[src/rtl/cpu_pkg.sv]
// Shared types and constants for the 16-bit CPU pipeline stages.
package cpu_pkg;

   localparam int DATA_W  = 16;
   localparam int ALUOP_W = 3;

   // Encodings decoded by the EX stage ALU
   typedef enum logic [ALUOP_W-1:0] {
      ALU_NOP = 3'b000,
      ALU_ADD = 3'b001,
      ALU_SUB = 3'b010,
      ALU_AND = 3'b011,
      ALU_OR  = 3'b100,
      ALU_XOR = 3'b101,
      ALU_SHL = 3'b110,
      ALU_SHR = 3'b111
   } alu_op_e;

   typedef struct packed {
      logic               wbs;
      logic               mm;
      logic [ALUOP_W-1:0] alu_op;
      logic               wm;
      logic               am;
      logic               ni;
      logic               wce;
      logic               wme1;
      logic               wme2;
   } idex_ctrl_t;

endpackage

[src/rtl/pipe_reg.sv]
// Generic stage register: sync active-low reset, flush to zero, load enable.
// Latency: one clock edge from d to q.
// Backpressure: en=0 holds q; flush and reset both override en.
module pipe_reg #(
   parameter int W = 1
) (
   input  logic         clk,
   input  logic         rst_n,
   input  logic         flush,
   input  logic         en,
   input  logic [W-1:0] d,
   output logic [W-1:0] q
);

   always_ff @(posedge clk) begin
      if (!rst_n)
         q <= '0;
      else if (flush)
         q <= '0;
      else if (en)
         q <= d;
   end

endmodule

[src/rtl/decode_execute_register.sv]
// ID/EX pipeline register: carries decoded control bits and both source operands.
// Latency: one clock edge; every output is a flop.
// Backpressure: stall holds contents; flush loads a bubble and wins over stall.
module decode_execute_register
   import cpu_pkg::*;
#(
   parameter int DATA_W  = cpu_pkg::DATA_W,
   parameter int ALUOP_W = cpu_pkg::ALUOP_W
) (
   input  logic               clk,
   input  logic               rst_n,
   input  logic               stall,
   input  logic               flush,
   input  logic               wbs_in,
   input  logic               mm_in,
   input  logic [ALUOP_W-1:0] ALUop_in,
   input  logic               wm_in,
   input  logic               am_in,
   input  logic               ni_in,
   input  logic               wce_in,
   input  logic               wme1_in,
   input  logic               wme2_in,
   input  logic [DATA_W-1:0]  srcA_in,
   input  logic [DATA_W-1:0]  srcB_in,
   output logic               wbs_out,
   output logic               mm_out,
   output logic [ALUOP_W-1:0] ALUop_out,
   output logic               wm_out,
   output logic               am_out,
   output logic               ni_out,
   output logic               wce_out,
   output logic               wme1_out,
   output logic               wme2_out,
   output logic [DATA_W-1:0]  srcA_out,
   output logic [DATA_W-1:0]  srcB_out
);

   idex_ctrl_t ctrl_d;
   idex_ctrl_t ctrl_q;
   logic       load_en;

   assign load_en = !stall;

   // Control combinations are stored as given; legality is EX's concern
   assign ctrl_d = '{
      wbs:    wbs_in,
      mm:     mm_in,
      alu_op: ALUop_in,
      wm:     wm_in,
      am:     am_in,
      ni:     ni_in,
      wce:    wce_in,
      wme1:   wme1_in,
      wme2:   wme2_in
   };

   pipe_reg #(.W($bits(idex_ctrl_t))) u_ctrl (
      .clk   (clk),
      .rst_n (rst_n),
      .flush (flush),
      .en    (load_en),
      .d     (ctrl_d),
      .q     (ctrl_q)
   );

   pipe_reg #(.W(DATA_W)) u_src_a (
      .clk   (clk),
      .rst_n (rst_n),
      .flush (flush),
      .en    (load_en),
      .d     (srcA_in),
      .q     (srcA_out)
   );

   pipe_reg #(.W(DATA_W)) u_src_b (
      .clk   (clk),
      .rst_n (rst_n),
      .flush (flush),
      .en    (load_en),
      .d     (srcB_in),
      .q     (srcB_out)
   );

   assign wbs_out   = ctrl_q.wbs;
   assign mm_out    = ctrl_q.mm;
   assign ALUop_out = ctrl_q.alu_op;
   assign wm_out    = ctrl_q.wm;
   assign am_out    = ctrl_q.am;
   assign ni_out    = ctrl_q.ni;
   assign wce_out   = ctrl_q.wce;
   assign wme1_out  = ctrl_q.wme1;
   assign wme2_out  = ctrl_q.wme2;

endmodule

[config.mk]
export PLATFORM = sky130hd
export DESIGN_NAME = decode_execute_register
export DESIGN_NICKNAME = d
export VERILOG_FILES = /design/src/rtl/cpu_pkg.sv /design/src/rtl/pipe_reg.sv /design/src/rtl/decode_execute_register.sv
export SDC_FILE = /design/constraint.sdc
export NUM_CORES = 1
export LEC_CHECK = 0
export ABC_AREA = 1
export CORE_MARGIN = 2
export CORE_UTILIZATION = 30
export CTS_CLUSTER_SIZE = 25
export DETAILED_ROUTE_END_ITERATION = 7
export PLACE_DENSITY = 0.69
export SLEW_MARGIN = 20
export SYNTH_ARGS = -nofsm -noshare
export SYNTH_HDL_FRONTEND = slang
export SYNTH_SLANG_ARGS = --single-unit
[constraint.sdc]
create_clock -name clk -period 1.6 [get_ports clk]
set_input_delay 0.32 -clock clk [delete_from_list [all_inputs] [get_ports clk]]
set_output_delay 0.32 -clock clk [all_outputs]
set_load 0.005 [all_outputs]
### Word-level counts from Yosys, hierarchy flattened

Cells that the tools add are included.

| storage, ports and cells | value |
|---|---|
| memories | 0 |
| ROM bits | 0 |
| latch bits | 0 |
| bits in writable memories | 0 |
| word-level logic and storage cells | 5 |
| input port bits | 47 |
| flip-flop bits (word level) | 43 |
| output and inout port bits | 43 |

| operators by class | value |
|---|---|
| order comparisons | 0 |
| $mul | 0 |
| $add $sub $neg | 0 |
| div/mod/pow operators | 0 |
| bitwise gates (word level) | 1 |
| equality and inequality tests | 0 |
| reduce and logical (&&, ||, !) cells | 1 |
| shift operators | 0 |
| multiplexer cells | 0 |

Operators by type and width:

| kind | number |
|---|---|
| OR reduction 2 bit | 1 |
| NOT 1 bit | 1 |

### Depth between registers and ports, before layout

Gate-level depths: netlist of run 1.

| depth | value |
|---|---|
| depth in word-level cells | 2 |
| mapped depth | 5 |
| depth with buffers taken out | 3 |

### Hierarchy

From an unflattened synthesis of run 1, not the netlist that was laid out.

| second synthesis, totals | value |
|---|---|
| cells, all modules | 193 |
| area total of the unflattened synthesis | 1734.2 µm² |

By module, submodules not included:

| module | area an instance (µm²) | cells each | instances | seq. area each (µm²) |
|---|---|---|---|---|
| pipe_reg at u_src_a ... | 666.9 | 71 | 2 | 320.3 |
| pipe_reg at u_ctrl | 396.6 | 50 | 1 | 220.2 |
| decode_execute_register | 3.8 | 1 | 1 | 0.0 |

### Worst setup path after synthesis of run 1

OpenSTA, ideal clock, no wires.

| timing path | value |
|---|---|
| path kind | input to register |
| start point | in flush |
| end point | reg u_src_a.q[1] |
| slack | 0.733 ns |
| arrival time | 0.743 ns |
| setup time | 0.124 ns |
| stages on the path | 4 |
| buffers on the path | 1 |
| required time | 1.476 ns |
| cell sequence | inv_1 -> nand2_1 -> buf_2 -> a21oi_1 |

| between the ends | value |
|---|---|
| cells in the longest elaborated chain, start to end | 1 |

RTL lines:

| item | line | text |
|---|---|---|
| start: declaration | decode_execute_register.sv:13 | `input logic flush,` |
| OR reduction 2 bit (no source line) | - |  |
| end signal: assignment | pipe_reg.sv:17 | `q <= '0;` |
| end signal: assignment | pipe_reg.sv:19 | `q <= '0;` |
| end signal: assignment | pipe_reg.sv:21 | `q <= d;` |
| end: declaration | pipe_reg.sv:12 | `output logic [W-1:0] q` |

No other way between the ends.
A chain may end at the register's enable or synchronous reset.

### Final worst setup path of run 1

| timing path | value |
|---|---|
| start point | reg u_src_b.q[0] |
| end point | out srcB_out[0] |

RTL lines:

| item | line | text |
|---|---|---|
| start: declaration | pipe_reg.sv:12 |  |
| start signal: assignment | pipe_reg.sv:17 |  |
| start signal: assignment | pipe_reg.sv:19 |  |
| start signal: assignment | pipe_reg.sv:21 |  |
| end: declaration | decode_execute_register.sv:35 | `output logic [DATA_W-1:0] srcB_out` |

No word-level cell between the ends.

==> results of run 1 <==
[power groups by stage]
stage / clock network [mW] / registers (mW) / logic [mW]
global placement: 0 / 1.15 / 0.311
global route: 0.681 / 1.13 / 0.338
finish: 0.607 / 1.12 / 0.307
detailed placement: 0 / 1.15 / 0.313
CTS: 0.636 / 1.12 / 0.314
floorplan: 0 / 1.15 / 0.123
[cell usage after synthesis]
cell type	instances
sky130_fd_sc_hd__nand2_1	77
sky130_fd_sc_hd__dfxtp_1	43
sky130_fd_sc_hd__a21oi_1	36
sky130_fd_sc_hd__nand2_2	10
sky130_fd_sc_hd__buf_6	8
sky130_fd_sc_hd__a21oi_2	7
sky130_fd_sc_hd__buf_2	4
sky130_fd_sc_hd__buf_12	1
sky130_fd_sc_hd__inv_1	1
sky130_fd_sc_hd__inv_8	1
[flip-flops by register name (all words and copies together) (netlist names)]
name       cells
u_src_a.q     16
u_ctrl.q      11
u_src_b.q     16
[logic make-up after synthesis]
group                  count (synthesis)
buffers and inverters                 15
flip-flops                            43
AND/OR/NAND/NOR                       87
AO/OA/AOI/OAI                         43
[worst register-to-register path, delay by kind of cell (launching register included)]
kind	cells	cell delay, ns
flops	1	0.34
compound gates	1	0.17
simple gates	1	0.05
[worst min path at each step]
stage | startpoint | depth (start not counted) | end
6_report | u_src_a.q[10] | 2 | u_src_a.q[10]
5_1_grt | u_src_a.q[1] | 2 | u_src_a.q[1]
4_1_cts | u_src_a.q[10] | 2 | u_src_a.q[10]
3_5_place_dp | u_src_a.q[10] | 2 | u_src_a.q[10]
3_3_place_gp | u_src_a.q[10] | 2 | u_src_a.q[10]
2_1_floorplan | u_src_a.q[10] | 2 | u_src_a.q[10]
[area by class of cell]
cell class	instances	share of cell area
repair buffers	92	0.364
clock buffers	6	0.0283
flip-flops and latches	43	0.336
inverters	2	0.00585
well taps	70	0.0341
multi-input cells	130	0.232
[metrics by stage]
| stage | util | area, µm² |
|---|---|---|
| after global routing | 0.499 | 2560 |
| final | 0.499 | 2560 |
| after floorplan | - | 1600 |
| after global placement | 0.485 | 2490 |
| after CTS | 0.499 | 2560 |
| after detailed placement | 0.485 | 2490 |
[metal layers]
layer | share of wire | vias to the layer above | GRT usage
met5 | 0 | - | 0
met4 | 0.012 | 0 | 0.0429
met3 | 0.077 | 5 | 0.0518
met2 | 0.47 | 46 | 0.226
met1 | 0.44 | 650 | 0.149
li1 | - | 767 | -
==> implementation parameters, run 1 <==
Parameter                              Value

Run status
  Run status    finished clean

Yosys
  Number of cells produced by synthesis    between 150 and 200
  Share of cell area taken by muxes after synthesis    0
  Post-synthesis sequential element count    43
  Top-area cell type share of the netlist area    0.538
  Cell types occupying the most area after synthesis    sky130_fd_sc_hd__dfxtp_1 54%, sky130_fd_sc_hd__nand2_1 18%, sky130_fd_sc_hd__a21oi_1 11%, sky130_fd_sc_hd__buf_6 5.6%, sky130_fd_sc_hd__nand2_2 3.9%
  Fraction of the yosys area taken by sequential cells    0.538
  Synthesized-area fraction occupied by and/or/nand/nor cells    0.220
  Synthesized cell area    ~1600 µm²
  Post-Synthesis Mean Instance Area    8.51 µm²
  Largest family of logic cells by synthesized area    simple AND/OR/NAND/NOR gates
  Synth Area in Adders    0
  Warnings from Yosys    0
  Post-synthesis net count    235
  Cell taking the most area after synthesis    sky130_fd_sc_hd__dfxtp_1
  Fraction of the mapped netlist area in compound gates    0.151
  Synth Area in XOR/XNOR    0
  Number of distinct library cells after synthesis    10

Die
  Number of core rows    26
  Die Area    5930 µm²
  Die height    77.0 µm
  IO Count    90
  Effective utilization at floorplan    0.311
  Width of the die    77.0 µm
  Placeable core region    5140 µm²

Cells and area
  Area of the multi-input gates    596 µm²
  Highest-count cells in the layout ignoring fill and taps    88 x sky130_fd_sc_hd__clkdlybuf4s50_1, 76 x sky130_fd_sc_hd__nand2_1, 43 x sky130_fd_sc_hd__dfxtp_1
  Layout Nets    around 320
  P&R area growth vs syn    60.4%
  Fraction of layout instances using a drive strength above 1    0.103
  Layout Cells excl Fill    343
  Inserted Diodes    0
  Number of fill cells in the layout    between 500 and 600
  Most frequent standard cell in the layout excluding fill and tap cells    sky130_fd_sc_hd__clkdlybuf4s50_1
  Area used by sequential logic in the layout    861 µm²

Route
  Number of detailed-route iterations in the first pass    4
  Avg WL per Cell    11.0 µm
  Remaining routing DRC violations    0
  Vias per Instance    4.28
  Total via count in the routed design    1468
  DRT iter0 DRCs    55
  Antenna Nets Post-Route    0
  Final routed wirelength across all metal layers    around 3.8 mm

Worst setup path
  CP max FO    2
  Worst setup path category    flip-flop to output pin
  Cell class contributing the biggest share of worst-path delay    buffers and inverters
  Kind of end point of the critical path    output pin
  Worst Path Buf+Inv    1
  Reg2Reg Depth    2
  Worst r2r dst    u_src_b.q[1]
  Worst reg2reg setup slack    0.97 ns
  Critical path cell sequence    clkdlybuf4s50_1
  Crit. path cell count    1
  Startpoint type of the worst setup path    flip-flop
  Launch point of the worst reg-to-reg path    u_src_b.q[1]
  Setup crit end    srcB_out[0]
  Delay contributed by the slowest stage of the critical path    slightly above 0.5 ns
  Standard cell with the maximum stage delay on the critical path    sky130_fd_sc_hd__clkdlybuf4s50_1
  Required time of the critical path    1.28 ns
  Launching instance or port of the critical path    u_src_b.q[0]
  Worst endpoint data arrival time    1.13 ns

Min path
  Hold/Removal Path Class    flip-flop to flip-flop

Timing
  Total of endpoints with negative setup slack in the final report    0
  Maximum clock frequency    689 MHz
  Clock skew after layout    0 ns
  Time the worst path needs with I/O delays and setup    1.45 ns
  Count of final max-slew check failures    0
  Sum of negative setup slack    0 ns
  RSZ-0062 raised after global routing    false
  Hold WS    roughly 0.46 ns
  Relative slew slack    0.673
  Final hold vios    0
  Post-route fraction of the period consumed by the critical path    0.907
  Actual slew at the worst max-slew pin    0.491 ns
  Post-route worst setup slack    between 0.1 and 0.15 ns

GRT
  Overall Global Routing Usage    0.131
  Pin count of the biggest net entering global routing    44
  Initial antenna violation count    0
  First-pass GRT wire length    about 6.3 mm
  Total congestion overflow    0
  Via count of the first global-routing pass    roughly 1400

Power
  Gate power share    0.151
  Clock network power share    0.298
  Sum of internal, switching and leakage power    2.03 mW
  Sw Pwr    0.449 mW
  Internal power of the cells    1.59 mW
  Peak VDD IR    between 0.0004 and 0.0005 V
  Sw Share    0.220
  Reported leakage power    0.921 nW
  Portion of total power attributed to sequential cells    0.551
  Power per standard cell area    793 nW/µm²

Placement
  Pre-CTS setup slack    0.281 ns
  Gpl congestion    0.700
  Total of buffers placed on input and output ports    between 80 and 90
  Number of cells in the design after placement    about 340
  Detail Placement HPWL    between 2 and 3 mm

CTS
  Hold bufs inserted after CTS    0
  H-tree level count    2
  PostCTS Resize Cnt    0
  Number of buffers on the longest clock path    2
  Clock Root Buffer    sky130_fd_sc_hd__clkbuf_8
  Clock transition at path regs    roughly 0.07 ns
  CTS tree    yes
  Number of buffers inserted during clock tree synthesis    5
  Count of buffers added by post-CTS timing repair for setup    0
  Count of clock tree sinks    between 40 and 50
  Later-pin clock latency in the skew report    around 0.28 ns

Run
  Max-cap viol count    0
(Power assumes the default switching activity.)
==> run 2: changes to the inputs <==
- CORE_UTILIZATION: 30 -> 34
- PLACE_DENSITY: 0.69 -> 0.79
- clock period: 1.6 -> 1.2 ns (I/O delays scaled with it)
==> run 2 against run 1 <==
  * Non-clock buffer count is 2 higher
  * Cell area is 0.49% lower
  * Wire length is 3.8% higher
  * Critical path depth stayed put
  * Power is 41% higher
  * Clock skew stayed put
  * Worst setup slack worse by 0.065 ns
  * Combinational power is 28% higher
==> implementation parameters, run 2 (synthesized netlist as in run 1, its figures left out) <==
Parameter                              Value

Run status
  Run status    finished clean

Timing
  Maximum clock frequency    896 MHz
  Sum of negative setup slack    0 ns
  Actual slew at the worst max-slew pin    0.257 ns
  RSZ-0062 raised after global routing    false
  Post-route fraction of the period consumed by the critical path    0.930
  Clock skew after layout    0 ns
  Count of final max-slew check failures    0
  Relative slew slack    0.829
  Total of endpoints with negative setup slack in the final report    0
  Final hold vios    0
  Time the worst path needs with I/O delays and setup    between 1 and 1.5 ns

Min path
  Hold/Removal Path Class    input pin to flip-flop
  Number of cells on the worst hold path    4
  End of the worst hold path    u_src_a.q[8]
  Worst min-delay path startpoint    stall

Route
  Remaining routing DRC violations    0
  Number of detailed-route iterations in the first pass    4
  Total via count in the routed design    ~1500
  Vias per Instance    4.57
  Antenna Nets Post-Route    0
  Avg WL per Cell    11.9 µm
  DRT iter0 DRCs    64
  Final routed wirelength across all metal layers    3.92 mm

Power
  Portion of total power attributed to sequential cells    0.522
  Peak VDD IR    between 0.0005 and 0.0006 V
  Gate power share    0.137
  Sw Share    0.220
  Internal power of the cells    2.23 mW
  Clock network power share    0.341
  Reported leakage power    1.14 nW
  Power per standard cell area    1120 nW/µm²
  Sw Pwr    0.631 mW

Worst setup path
  Worst reg2reg setup slack    just under 0.6 ns
  Worst r2r dst    u_ctrl.q[2]
  Worst endpoint data arrival time    0.88 ns
  Launch point of the worst reg-to-reg path    u_ctrl.q[2]
  Cell class contributing the biggest share of worst-path delay    flip-flops
  Required time of the critical path    roughly 0.96 ns
  CP max FO    2
  Worst Path Buf+Inv    1
  Standard cell with the maximum stage delay on the critical path    sky130_fd_sc_hd__dfxtp_1
  Kind of end point of the critical path    output pin
  Delay contributed by the slowest stage of the critical path    0.35 ns
  Critical path cell sequence    dlygate4sd2_1
  Startpoint type of the worst setup path    flip-flop
  Reg2Reg Depth    2
  Worst setup path category    flip-flop to output pin

GRT
  Via count of the first global-routing pass    between 1000 and 1500
  First-pass GRT wire length    6.34 mm
  Pin count of the biggest net entering global routing    44
  Overall Global Routing Usage    0.153
  Total congestion overflow    0
  Initial antenna violation count    0

Cells and area
  Core Util, Final    0.574
  Number of fill cells in the layout    422
  Fraction of layout instances using a drive strength above 1    0.141
  Inserted Diodes    0
  Top flop regs    u_src_a.q x16, u_src_b.q x16, u_ctrl.q x11
  Layout Nets    between 300 and 400
  Most frequent standard cell in the layout excluding fill and tap cells    sky130_fd_sc_hd__nand2_1
  P&R area growth vs syn    59.6%
  Layout Cells excl Fill    329
  Highest-count cells in the layout ignoring fill and taps    76 x sky130_fd_sc_hd__nand2_1, 45 x sky130_fd_sc_hd__clkdlybuf4s50_1, 43 x sky130_fd_sc_hd__dlygate4sd2_1

CTS
  PostCTS Resize Cnt    50
  Clock Root Buffer    sky130_fd_sc_hd__clkbuf_8
  CTS tree    yes
  Count of buffers added by post-CTS timing repair for setup    0
  Number of buffers on the longest clock path    2
  H-tree level count    2
  Count of clock tree sinks    between 40 and 50
  Number of buffers inserted during clock tree synthesis    5
  Clock transition at path regs    0.08 ns
  Later-pin clock latency in the skew report    0.28 ns
  Hold bufs inserted after CTS    0

Die
  Width of the die    between 70 and 80 µm
  Effective utilization at floorplan    0.360
  Die Area    between 5000 and 6000 µm²
  Placeable core region    4440 µm²
  Number of core rows    24
  Die height    slightly above 70 µm
  IO Count    90

Placement
  Detail Placement HPWL    2.77 mm
  Number of cells in the design after placement    321
  Total of buffers placed on input and output ports    89
  Gpl congestion    0.726

Run
  Max-cap viol count    0
run 2: cell count changes in the layout (fill, tap and decap cells not counted), sizes merged:
| cell | change |
|---|---|
| clkdlybuf4s50 | -43 |
| dlygate4sd2 | +43 |
| buf | +2 |
| clkbuf | +2 |
run 2: final cells by class:
cell class | instances | area [µm²] | area share
multi-input cells | 130 | 596 | 0.233
inverters | 2 | 15.0 | 0.00588
clock buffers | 8 | 100 | 0.0392
well taps | 52 | 65.1 | 0.0255
flip-flops and latches | 43 | 870 | 0.341
repair buffers | 94 | 907 | 0.355
run 2: worst max path at each step:
stage                 start       endpoint  cells after the start  slack, ns
2_1_floorplan         flush   u_src_a.q[1]                      4       0.41
3_3_place_gp          flush  u_src_a.q[10]                      5      0.009
3_5_place_dp          flush   u_src_b.q[2]                      5      -0.02
4_1_cts        u_src_a.q[9]    srcA_out[9]                      1       0.07
5_1_grt        u_src_a.q[9]    srcA_out[9]                      1       0.04
6_report       u_src_b.q[2]    srcB_out[2]                      1       0.08
run 2: layer usage:
| metal | wire length (µm) | up-vias | track usage |
|---|---|---|---|
| li1 | - | 768 | - |
| met1 | 1660 | 667 | 0.174 |
| met2 | 1910 | 60 | 0.263 |
| met3 | 265 | 9 | 0.0414 |
| met4 | 89 | 0 | 0.0782 |
| met5 | 0 | - | 0 |
run 2: stage by stage:
| step | worst slack (ns) | total power, mW | area (µm²) | hold slack [ns] |
|---|---|---|---|---|
| after global placement | 0.00933 | 1.95 | 2500 | 0.447 |
| after floorplan | 0.413 | 1.69 | 1600 | 0.376 |
| after CTS | 0.0656 | 2.91 | 2550 | 0.425 |
| final | 0.0842 | 2.86 | 2550 | 0.437 |
| after detailed placement | -0.0152 | 1.95 | 2500 | 0.453 |
| after global routing | 0.0418 | 3.00 | 2550 | 0.436 |
run 2: power by group through the flow:
stage	clock network, mW	logic, mW	registers (mW)
after global placement	0	0.423	1.53
after global routing	1.08	0.428	1.50
after detailed placement	0	0.427	1.53
final	0.976	0.393	1.49
after floorplan	0	0.164	1.53
after CTS	1.02	0.399	1.49
run 2: worst register-to-register path, cell delays in order, from the launching register on:
cell and delay, ns:
sky130_fd_sc_hd__dfxtp_1 0.34, sky130_fd_sc_hd__nand2_1 0.06, sky130_fd_sc_hd__a21oi_1 0.15
